**src/rtl/serial_add_ctrl.sv**
```systemverilog
// Bit-serial adder controller: one shared full adder is stepped over WIDTH
// cycles, LSB first, with the inter-bit carry held in a flop.

module fulladder (
    input  logic x,
    input  logic y,
    input  logic ci,
    output logic s,
    output logic co
);

    assign s  = x ^ y ^ ci;
    assign co = (x & y) | (ci & (x ^ y));

endmodule

module serial_add_ctrl #(
    parameter int WIDTH = 4
) (
    input  logic             clk,
    input  logic             rst,
    input  logic             start,
    input  logic [WIDTH-1:0] a,
    input  logic [WIDTH-1:0] b,
    input  logic             cin,
    output logic [WIDTH-1:0] sum,
    output logic             cout,
    output logic             busy,
    output logic             done
);

    localparam int CNT_W = (WIDTH > 1) ? $clog2(WIDTH) : 1;
    localparam logic [CNT_W-1:0] CNT_LAST = CNT_W'(WIDTH - 1);

    typedef enum logic [1:0] {
        ST_IDLE = 2'd0,
        ST_ADD  = 2'd1,
        ST_DONE = 2'd2
    } state_t;

    state_t             state_r;
    logic               start_q_r;
    logic [WIDTH-1:0]   a_sr_r;
    logic [WIDTH-1:0]   b_sr_r;
    logic [WIDTH-1:0]   acc_r;
    logic               carry_r;
    logic [CNT_W-1:0]   cnt_r;
    logic               accept_s;
    logic               fa_s;
    logic               fa_c;

    // Only a fresh rising edge of start while idle launches an addition;
    // edges seen mid-operation are dropped rather than queued.
    assign accept_s = start & ~start_q_r & (state_r == ST_IDLE);

    fulladder u_fa (
        .x  (a_sr_r[0]),
        .y  (b_sr_r[0]),
        .ci (carry_r),
        .s  (fa_s),
        .co (fa_c)
    );

    // Sequencer: operand shift registers, accumulator, carry flop and outputs
    always_ff @(posedge clk) begin
        if (rst) begin
            state_r   <= ST_IDLE;
            start_q_r <= 1'b0;
            a_sr_r    <= '0;
            b_sr_r    <= '0;
            acc_r     <= '0;
            carry_r   <= 1'b0;
            cnt_r     <= '0;
            sum       <= '0;
            cout      <= 1'b0;
            busy      <= 1'b0;
            done      <= 1'b0;
        end else begin
            start_q_r <= start;
            done      <= 1'b0;
            case (state_r)
                ST_IDLE: begin
                    if (accept_s) begin
                        a_sr_r  <= a;
                        b_sr_r  <= b;
                        carry_r <= cin;
                        acc_r   <= '0;
                        cnt_r   <= '0;
                        busy    <= 1'b1;
                        state_r <= ST_ADD;
                    end else begin
                        busy    <= 1'b0;
                    end
                end
                ST_ADD: begin
                    busy    <= 1'b1;
                    acc_r   <= {fa_s, acc_r[WIDTH-1:1]};
                    carry_r <= fa_c;
                    a_sr_r  <= {1'b0, a_sr_r[WIDTH-1:1]};
                    b_sr_r  <= {1'b0, b_sr_r[WIDTH-1:1]};
                    // The last bit lands straight in the output; cnt never wraps.
                    if (cnt_r == CNT_LAST) begin
                        sum     <= {fa_s, acc_r[WIDTH-1:1]};
                        cout    <= fa_c;
                        done    <= 1'b1;
                        state_r <= ST_DONE;
                    end else begin
                        cnt_r   <= cnt_r + {{(CNT_W-1){1'b0}}, 1'b1};
                    end
                end
                ST_DONE: begin
                    busy    <= 1'b0;
                    state_r <= ST_IDLE;
                end
                default: begin
                    busy    <= 1'b0;
                    state_r <= ST_IDLE;
                end
            endcase
        end
    end

endmodule

```
**config.mk**
```make
export PLATFORM = sky130hd
export DESIGN_NAME = serial_add_ctrl
export DESIGN_NICKNAME = d
export VERILOG_FILES = /design/src/rtl/serial_add_ctrl.sv
export SDC_FILE = /design/constraint.sdc
export NUM_CORES = 1
export LEC_CHECK = 0
export ABC_AREA = 1
export BUFFER_PORTS_ARGS = -buffer_cell sky130_fd_sc_hd__buf_2
export CAP_MARGIN = 20
export CORE_ASPECT_RATIO = 0.9
export CORE_UTILIZATION = 35
export CTS_CLUSTER_DIAMETER = 80
export CTS_CLUSTER_SIZE = 24
export DETAILED_ROUTE_END_ITERATION = 10
export GPL_ROUTABILITY_DRIVEN = 0
export HOLD_SLACK_MARGIN = 0.15
export SYNTH_ARGS = -nofsm -noshare
export SYNTH_HDL_FRONTEND = slang
export SYNTH_SLANG_ARGS = --single-unit
```
**constraint.sdc**
```tcl
create_clock -name clk -period 1.2 [get_ports clk]
set_clock_uncertainty 0.15 [all_clocks]
set_input_delay 0.12 -clock clk [delete_from_list [all_inputs] [get_ports clk]]
set_output_delay 0.12 -clock clk [all_outputs]
set_load 0.05 [all_outputs]
```
==> results_dict.tcl <==
set metrics [dict create \
    insertion_delay_ns 0.32 \
    grt_pass1_wl_um 3933 \
    violations "setup timing" \
    synth-edff-count 0 \
    fin_crit_ns 1.308 \
    max_freq_ghz 0.7647 \
    synthCells 143 \
    required_ns 1.31 \
    htree_levels 1 \
    synth.distinct_cells 22 \
    synth_seq_area_share_pct 44.44 \
    seq_area_um2 491.7 \
    die_h_um 54.73 \
    cp_num_buf_inv 0 \
    final_hold_viol_count 0 \
    fin_ws_ns -0.1077 \
    post_drt_via_cell_ratio 4.683 \
    rsz0062_at_grt "true" \
    min_period_over_period_pct 109.0 \
    max-slew-margin-rel_pct 86.70 \
    hold_depth 2 \
    grt.overflow.total 0 \
    num-fill-cells 278 \
    grtUsageTotal_pct 16.34 \
    crit_family "adder cells" \
    drtIter0Drc 31 \
    syn_avg_cell_area_um2 7.560 \
    post-route-drc-count 0 \
    clkPwrFrac_pct 25.3 \
    num_vias 1063 \
    ys_ff_latch 24 \
    p_comb_share_pct 22.9 \
    cp_max_fo 2 \
    max_stage_delay_ns 0.57 \
    portBuffers 18 \
    worst_hold_path.endpoint "b_sr_r[3]" \
    final_util_pct 56.22 \
    wl_met1_um 1157 \
    setup_viol 8 \
    cts_buffers 3 \
    reg2reg_depth 3 \
    drive_gt1_share_pct 41.18 \
    n_antenna_cell 0 \
    p_int_uw 1217 \
    p_sw_uw 474.5 \
    seq_power_share_pct 51.8 \
    r2r_start "carry_r" \
    die_w_um 60.58 \
    netlist_top_cells_area "dfxtp_1, nor2_1, nand2_1" \
    min_from "b_sr_r[3]" \
    wl_per_cell_um 11.11 \
    cts_num_sinks 24 \
    swShare_pct 28.05 \
    wl_met2_um 1255 \
    drv_slew 0 \
    synth.top_cell.area_share_pct 44.44 \
    start_kind "flop" \
    wl_met3_um 94 \
    hold_class "flop to flop" \
    critPathCaptureType "flop" \
    grt_antenna_before_repair 0 \
    fin_nets 202 \
    worst_slew_pin_slew_ns 0.1991 \
    multi_input_area_um2 596.8 \
    peakVddDrop_mv 0.7290 \
    pin_count 19 \
    setup_tns_ns -0.2822 \
    yosys.area.top_type "dfxtp_1" \
    hpwl_um 1640 \
    critical_path_class "flop to flop" \
    topRoutingLayerUsed "met4" \
    ys_async_sr_fraction_pct 0 \
    critPathSlowestCell "fa_2" \
    cts_buffer_depth 2 \
    dieArea_um2 3315 \
    syn_nets 157 \
    r2r_end "acc_r[3]" \
    core_um2 2838 \
    synth_common_cells "nor2_1, dfxtp_1, nand2_1, nand3_1, inv_1" \
    start_util_pct 38.10 \
    rows 18 \
    post-synth-top-count-cell "nor2_1" \
    antenna_left 0 \
    grt_max_degree 14 \
    syn_area_um2 1081 \
    synthFlopType "dfxtp_1" \
    yosys_warnings 0 \
    leakagePower_uw 0.0007212 \
    cts_tree "done" \
    routed_wl_um 2522 \
    fin_hold_ws_ns 0.3439 \
    rrSetupSlack_ns -0.11 \
    pre_cts_ws_ns -0.1230 \
    p_per_area_nw_per_um2 1060 \
    drv_cap 0 \
    grt_pass1_vias 968 \
    crit_chain "fa_2 > nand2_1 > a21oi_1" \
    status "finished, violations left" \
    clkTransAtPathRegs_ns 0.13 \
    arrival_ns 1.42 \
    ctsRootBufferMaster "clkbuf_4" \
    syn_to_final_growth_pct 47.57 \
    first_pass_iters 4 \
]
[cell families after synthesis]
logic type | count (synthesis) | share of synthesized area, %
AND/OR/NAND/NOR | 80 | 33.10
flip-flops | 24 | 44.44
buffers and inverters | 19 | 9.144
AO/OA/AOI/OAI | 18 | 10.30
adder cells (fa/ha/maj) | 2 | 3.009
[worst min-delay path: stages, from the launching register on]
cell and delay (ns):
dfxtp_1 0.33, nand3_1 0.07, a21oi_1 0.06
[per-stage QoR]
stage,total power [uW],instance area [um^2],instances
final,1692,1595,227
after global routing,1792,1595,227
after CTS,1657,1473,223
after detailed placement,1184,1270,207
after global placement,1168,1270,207
after floorplan,1094,1081,143
[worst max-delay path by stage]
stage | cells after the start | start | end
2_1_floorplan | 5 | a_sr_r[0] | carry_r
3_3_place_gp | 5 | state_r[0] | sum[3]
3_5_place_dp | 3 | a_sr_r[0] | acc_r[3]
4_1_cts | 3 | carry_r | acc_r[3]
5_1_grt | 3 | carry_r | acc_r[3]
6_report | 3 | carry_r | acc_r[3]
[placed cells by master, fill, tap and decap left out]
master / Yosys / final
nor2_2: 1 / 7
nand2_4: 1 / 3
a21oi_2: 0 / 1
buf_2: 0 / 11
o21ai_2: 5 / 5
nor2_4: 1 / 2
clkbuf_8: 0 / 1
nand2_2: 3 / 3
dfxtp_4: 0 / 1
nor2_1: 36 / 29
inv_2: 3 / 1
dfxtp_1: 24 / 17
a21boi_2: 0 / 1
fa_2: 0 / 1
dfxtp_2: 0 / 6
inv_1: 11 / 10
clkinv_4: 0 / 1
a21oi_1: 6 / 5
buf_8: 0 / 1
buf_4: 1 / 16
nand2_1: 22 / 20
ha_4: 0 / 1
buf_12: 1 / 1
nand3b_1: 3 / 3
dlygate4sd3_1: 0 / 11
nand3_2: 1 / 4
o21ai_0: 6 / 6
inv_4: 0 / 2
nand3_1: 12 / 9
clkbuf_4: 0 / 5
nand2_8: 0 / 1
buf_6: 1 / 2
[layout make-up]
cell class / instances / area share [%]
clock buffers: 4 / 2.275
inverters: 14 / 3.922
multi-input cells: 101 / 37.41
flip-flops and latches: 24 / 30.82
well taps: 40 / 3.137
repair buffers: 44 / 22.43
[flip-flops by register name, summed over array words and instances, names as in the netlist, 2 cells and up]
register / cells
cnt_r: 2
state_r: 2
sum: 4
acc_r: 3
b_sr_r: 4
a_sr_r: 4
[power groups by stage]
stage / Clock (uW) / Combinational [uW] / Sequential, uW
floorplan: 0 / 204 / 890
global placement: 0 / 285 / 882
detailed placement: 0 / 301 / 883
CTS: 450 / 335 / 872
global route: 481 / 429 / 882
finish: 429 / 388 / 876
[metal layers]
metal | global-route usage (%) | vias up
li1 | - | 540
met1 | 19.00 | 500
met2 | 29.67 | 21
met3 | 4.255 | 2
met4 | 4.545 | 0
met5 | 0 | -
[repair_timing]
item                                   CTS  global route
pin swaps                                3             8
endpoints found under the hold margin   24             0
setup endpoints to repair               19            18
gates resized for setup                 18            28
hold buffers                            11             0
buffers inserted                         1             3
gates cloned                             0             1
Note: power is estimated with default switching activity, not from simulation.
